## src/rtl/uc_irq.sv

```systemverilog
// Control unit for the small CPU core: instruction decode plus edge-triggered,
// fixed-priority, non-nesting interrupt entry/return sequencing.
module uc_irq #(
  parameter int N_IRQ = 2,
  parameter int IDX_W = 1
) (
  input  logic             clk,
  input  logic             reset,
  input  logic [5:0]       opcode,
  input  logic             z,
  input  logic [N_IRQ-1:0] irq,
  output logic             s_inc,
  output logic             we3,
  output logic             wez,
  output logic             pop,
  output logic             push,
  output logic             s_stack,
  output logic             we4,
  output logic             we_out,
  output logic             timer_e,
  output logic             s_mem,
  output logic [1:0]       s_inm,
  output logic [1:0]       s_in,
  output logic [1:0]       s_out,
  output logic [2:0]       op_alu,
  output logic             s_vec,
  output logic             s_ret_cur,
  output logic [IDX_W-1:0] vec_idx,
  output logic [N_IRQ-1:0] irq_ack,
  output logic             in_isr,
  output logic             ie
);

  typedef enum logic {RUN = 1'b0, ISR = 1'b1} state_t;

  localparam logic [5:0] OP_EI   = 6'b110001;
  localparam logic [5:0] OP_DI   = 6'b110010;
  localparam logic [5:0] OP_RETI = 6'b110011;

  state_t             state, state_n;
  logic               ie_n;
  logic               primed;
  logic [N_IRQ-1:0]   irq_prev, pending, pending_n, rise, sel_onehot;
  logic [IDX_W-1:0]   sel_idx;
  logic               entry;

  // primed stays low for the first cycle after reset so a line already high
  // at release is treated as old news, not as a fresh edge.
  assign rise  = irq & ~irq_prev & {N_IRQ{primed}};
  assign entry = (state == RUN) && ie && (|pending);
  assign in_isr = (state == ISR);

  // Fixed priority: scanning downward leaves the lowest set index selected.
  always_comb begin
    sel_idx    = '0;
    sel_onehot = '0;
    for (int i = N_IRQ - 1; i >= 0; i--) begin
      if (pending[i]) begin
        sel_idx       = IDX_W'(i);
        sel_onehot    = '0;
        sel_onehot[i] = 1'b1;
      end
    end
  end

  always_ff @(posedge clk or negedge reset) begin
    if (!reset) begin
      state    <= RUN;
      ie       <= 1'b0;
      pending  <= '0;
      irq_prev <= '0;
      primed   <= 1'b0;
    end else begin
      state    <= state_n;
      ie       <= ie_n;
      pending  <= pending_n;
      irq_prev <= irq;
      primed   <= 1'b1;
    end
  end

  // Next state: an entry slot swallows the fetched opcode, so EI/DI/RETI in
  // that slot have no effect.
  always_comb begin
    state_n   = state;
    ie_n      = ie;
    pending_n = (pending & ~(entry ? sel_onehot : '0)) | rise;
    if (entry) begin
      state_n = ISR;
      ie_n    = 1'b0;
    end else begin
      case (opcode)
        OP_EI:   ie_n = 1'b1;
        OP_DI:   ie_n = 1'b0;
        OP_RETI: begin
          ie_n    = 1'b1;
          state_n = RUN;
        end
        default: ;
      endcase
    end
  end

  always_comb begin
    s_inc     = 1'b1;
    we3       = 1'b0;
    wez       = 1'b0;
    pop       = 1'b0;
    push      = 1'b0;
    s_stack   = 1'b0;
    we4       = 1'b0;
    we_out    = 1'b0;
    timer_e   = 1'b0;
    s_mem     = 1'b0;
    s_inm     = 2'b00;
    s_in      = 2'b00;
    s_out     = 2'b00;
    op_alu    = 3'b000;
    s_vec     = 1'b0;
    s_ret_cur = 1'b0;
    vec_idx   = '0;
    irq_ack   = '0;
    if (entry) begin
      s_inc     = 1'b0;
      push      = 1'b1;
      s_ret_cur = 1'b1;
      s_vec     = 1'b1;
      vec_idx   = sel_idx;
      irq_ack   = sel_onehot;
    end else begin
      casez (opcode)
        6'b0?????: begin we3 = 1'b1; wez = 1'b1; op_alu = opcode[4:2]; end
        6'b1000??: begin we3 = 1'b1; s_inm = 2'b01; end
        6'b100100: s_inc = 1'b0;
        6'b100101: s_inc = ~z;
        6'b100110: s_inc = z;
        6'b101000,
        6'b110011: begin s_inc = 1'b0; pop = 1'b1; s_stack = 1'b1; end
        6'b101001: push = 1'b1;
        6'b101010: begin we3 = 1'b1; s_inm = 2'b11; s_in = opcode[1:0]; end
        6'b101011: begin we_out = 1'b1; s_out = 2'b00; end
        6'b101100: begin we_out = 1'b1; s_out = 2'b01; end
        6'b1110??: we4 = 1'b1;
        6'b110000: begin we4 = 1'b1; s_mem = 1'b1; end
        6'b1111??: begin we3 = 1'b1; s_inm = 2'b10; end
        6'b101111: timer_e = 1'b1;
        default: ;
      endcase
    end
  end

endmodule

```

## config.mk

```make
export PLATFORM = sky130hd
export DESIGN_NAME = uc_irq
export DESIGN_NICKNAME = d
export VERILOG_FILES = /design/src/rtl/uc_irq.sv
export SDC_FILE = /design/constraint.sdc
export NUM_CORES = 1
export LEC_CHECK = 0
export BUFFER_PORTS_ARGS = -buffer_cell sky130_fd_sc_hd__buf_2
export CAP_MARGIN = 20
export CORE_MARGIN = 4
export CORE_UTILIZATION = 45
export DETAILED_ROUTE_END_ITERATION = 10
export GPL_TIMING_DRIVEN = 0
export PLACE_DENSITY_LB_ADDON = 0.25
export SLEW_MARGIN = 20
export SYNTH_ARGS = -nofsm -noshare
export SYNTH_HDL_FRONTEND = slang
export SYNTH_SLANG_ARGS = --single-unit
```

## constraint.sdc

```tcl
create_clock -name clk -period 3.2 [get_ports clk]
set_input_delay 0.32 -clock clk [delete_from_list [all_inputs] [get_ports clk]]
set_output_delay 0.32 -clock clk [all_outputs]
set_load 0.05 [all_outputs]
```

==> key figures <==
Status
  – Status: finished clean

Setup path
  – Reg2Reg Setup Slack: 1.91 ns
  – Crit path kind: flop to output port
  – CP startpoint kind: flop
  – Worst path required time: 2.88 ns
  – R2R Path End: ie
  – Arr. time, crit path: 1.78 ns
  – Crit-path max FO: 11
  – CP endpoint kind: output port
  – Cells on worst reg2reg path: 4
  – Critical R2R Launch: in_isr

Clock tree
  – # clock sinks: 7
  – Number of CTS-inserted buffers: 3
  – Post-CTS sizing: 0
  – Worst-path clk slew: 0.06 ns
  – TritonCTS clock tree: done
  – Maximum clock insertion buffer count: 2
  – H-tree levels: 1
  – Post-CTS Setup Bufs: 0
  – Clock Latency Late Sink: 0.26 ns
  – Hold-fix buffers, CTS: 1
  – Clock Tree Root: clkbuf_4

Route
  – Final wirelength: 1580 um
  – DR vias: 664
  – # DRC: 0
  – Via density: 5.11
  – Routed Antenna Nets: 0
  – Iteration-0 DRC Markers: 10
  – 1st-pass router iterations: 4
  – Routed len/inst: 12.1 um

Timing
  – RSZ-0062 raised after global routing: no
  – Final hold vios: 0
  – Setup TNS: 0 ns
  – Clock period minus worst slack: 2.10 ns
  – Max frequency: 0.477 GHz
  – Clock Skews: 0.00951 ns
  – Slew Limit Fails: 0
  – Final Cycle Share: 0.655
  – Final setup violation count: 0

GRT
  – First-pass GRT wire length: 2420 um
  – Number of global-route vias before repair: 539
  – Global-route usage over all layers: 0.161
  – Initial antenna violation count: 0
  – Congestion Overflow GR: 0
  – Largest net degree at the start of global routing: 12

Power
  – Seq pwr share: 0.251
  – Int Pwr: 0.000251 W
  – Lkg Pwr: 0.455 nW
  – Clock power frac: 0.149
  – Switching Share: 0.546
  – Switching Power: 0.000302 W
  – Maximum vdd drop: 0.368 mV
  – Comb pwr share: 0.600
  – Power per cell area: 635 nW/um2

Synthesis
  – Yosys reg bits: 7
  – Avg Synthesized Cell Area: 8.45 um2
  – Seq/Total Area, Yosys: 0.269
  – Share of the synthesized area in the top cell type: 0.269
  – Netlist Area Pre-Place: 651 um2
  – Netlist cell types: 32
  – Synth area leaders: dfrtp_1 27%, buf_4 8.1%, nor2_1 5.2%
  – Dominant cell type by area after synthesis: dfrtp_1
  – Synth warn: 0
  – Synth Instances: 77

Floorplan
  – Ports: 37
  – Initial core utilization: 0.488
  – Die Ht: 46.0 um
  – Die width: 46.0 um
  – Core Footprint: 1330 um2
  – Die ar.: 2120 um2
  – Rows: 13

Final layout
  – Ant diodes: 0
  – Share of cells above drive strength 1: 0.478
  – Area delta synth->final: 33.7%
  – Area of the multi-input gates: 393 um2
  – Layout Nets: 127
  – Fill count: 126
  – Non-Filler Instances: 130
  – FF+latch area: 175 um2

Placed design
  – IO buf count: 32
  – HPWL Detailed: 1240 um
  – RePlAce Congestion: 0.740
  – Inst Count DP: 125

Min path
  – WHS Endpoint: irq_prev[0]
  – Worst hold stages: 1
  – HP Start: irq[0]
  – Worst hold path type: primary input to flop

Run
  – Max cap viols: 0
power groups by stage:
stage / combinational (W) / clock [W] / sequential, W
floorplan: 0.000220 / 0 / 0.000181
global placement: 0.000329 / 0 / 0.000139
detailed placement: 0.000332 / 0 / 0.000140
CTS: 0.000334 / 0.0000857 / 0.000138
global route: 0.000351 / 0.0000908 / 0.000144
finish: 0.000331 / 0.0000825 / 0.000139
worst max path at each step:
stage | start | endpoint | slack, ns | depth (start not counted)
global placement | opcode[4] | s_stack | 1.39 | 7
CTS | in_isr | s_stack | 1.11 | 6
detailed placement | opcode[4] | s_stack | 1.35 | 7
floorplan | in_isr | irq_ack[1] | 0.40 | 3
finish | in_isr | s_stack | 1.10 | 6
global route | in_isr | s_stack | 1.02 | 6
per-stage QoR:
stage | area, um2 | power (W) | setup slack (ns) | hold WS (ns) | util
floorplan | 654 | 0.000401 | 0.397 | 0.0244 | -
global placement | 833 | 0.000467 | 1.39 | 0.155 | 0.625
detailed placement | 833 | 0.000472 | 1.35 | 0.161 | 0.625
CTS | 870 | 0.000557 | 1.11 | 0.179 | 0.652
global route | 870 | 0.000586 | 1.02 | 0.177 | 0.652
finish | 870 | 0.000552 | 1.10 | 0.189 | 0.652
flip-flops by register name (all words and copies together) (netlist names):
register and count:
primed 1, in_isr 1, irq_prev 2, ie 1
pending 2
critical path, stage by stage (launching register included):
cell	delay [ns]
dfrtp_1	0.39
nand2b_2	0.23
or2_4	0.28
inv_2	0.19
nor2_1	0.10
buf_4	0.14
buf_2	0.20
metal layers:
layer,vias up,share of wire,routed length (um),GRT usage
li1,339,-,-,-
met1,299,0.45,712,0.209
met2,24,0.46,720,0.242
met3,2,0.084,132,0.0514
met4,0,0.0063,10,0.0682
met5,-,0,0,0
logic make-up (layout without fill, tap and decap cells):
kind of cell | count (synthesis) | after routing | synth area share
AO/OA/AOI/OAI | 13 | 13 | 0.165
multiplexers | 1 | 1 | 0.0154
AND/OR/NAND/NOR | 41 | 41 | 0.406
buffers and inverters | 13 | 50 | 0.133
other | 2 | 3 | 0.0115
flip-flops | 7 | 7 | 0.269
cell usage in the layout (no fill, tap or decap), drive strengths merged, types with 2 or more instances in the layout:
master,Yosys,final
buf,11,43
nor2,9,9
nand2,7,7
dfrtp,7,7
nor3b,4,4
o21ai,4,4
clkbuf,0,4
a21oi,3,3
conb,2,3
nand2b,3,3
nor4b,2,2
and4b,2,2
nor2b,2,2
and3,2,2
o211ai,2,2
nor3,2,2
nand3,2,2
or2,2,2
inv,2,2
synthesized netlist by cell type:
master,number
a211o_1,1
dfrtp_1,7
nor3b_1,4
nor2_1,9
nand3_1,2
nor3_1,2
a2111oi_4,1
nor2b_1,2
a21oi_1,3
and3_1,2
or2_2,1
nand2b_2,1
o41ai_1,1
nand3b_1,1
nand2b_4,2
conb_1,2
or2_4,1
and4bb_2,1
o211ai_1,2
a31oi_2,1
inv_2,1
mux2i_1,1
nor4b_1,2
nand4b_1,1
o21ai_0,4
buf_4,7
buf_2,3
buf_6,1
and4b_1,2
inv_1,1
nand2_1,7
nand4bb_1,1
final cells by class:
cell class | count | area share
plain buffers | 11 | 0.0906
inverters | 2 | 0.00863
clock buffers | 4 | 0.0302
repair buffers | 33 | 0.196
flip-flops and latches | 7 | 0.201
multi-input cells | 58 | 0.452
well taps | 15 | 0.0216
No activity file was read; power rests on OpenSTA's default activity.
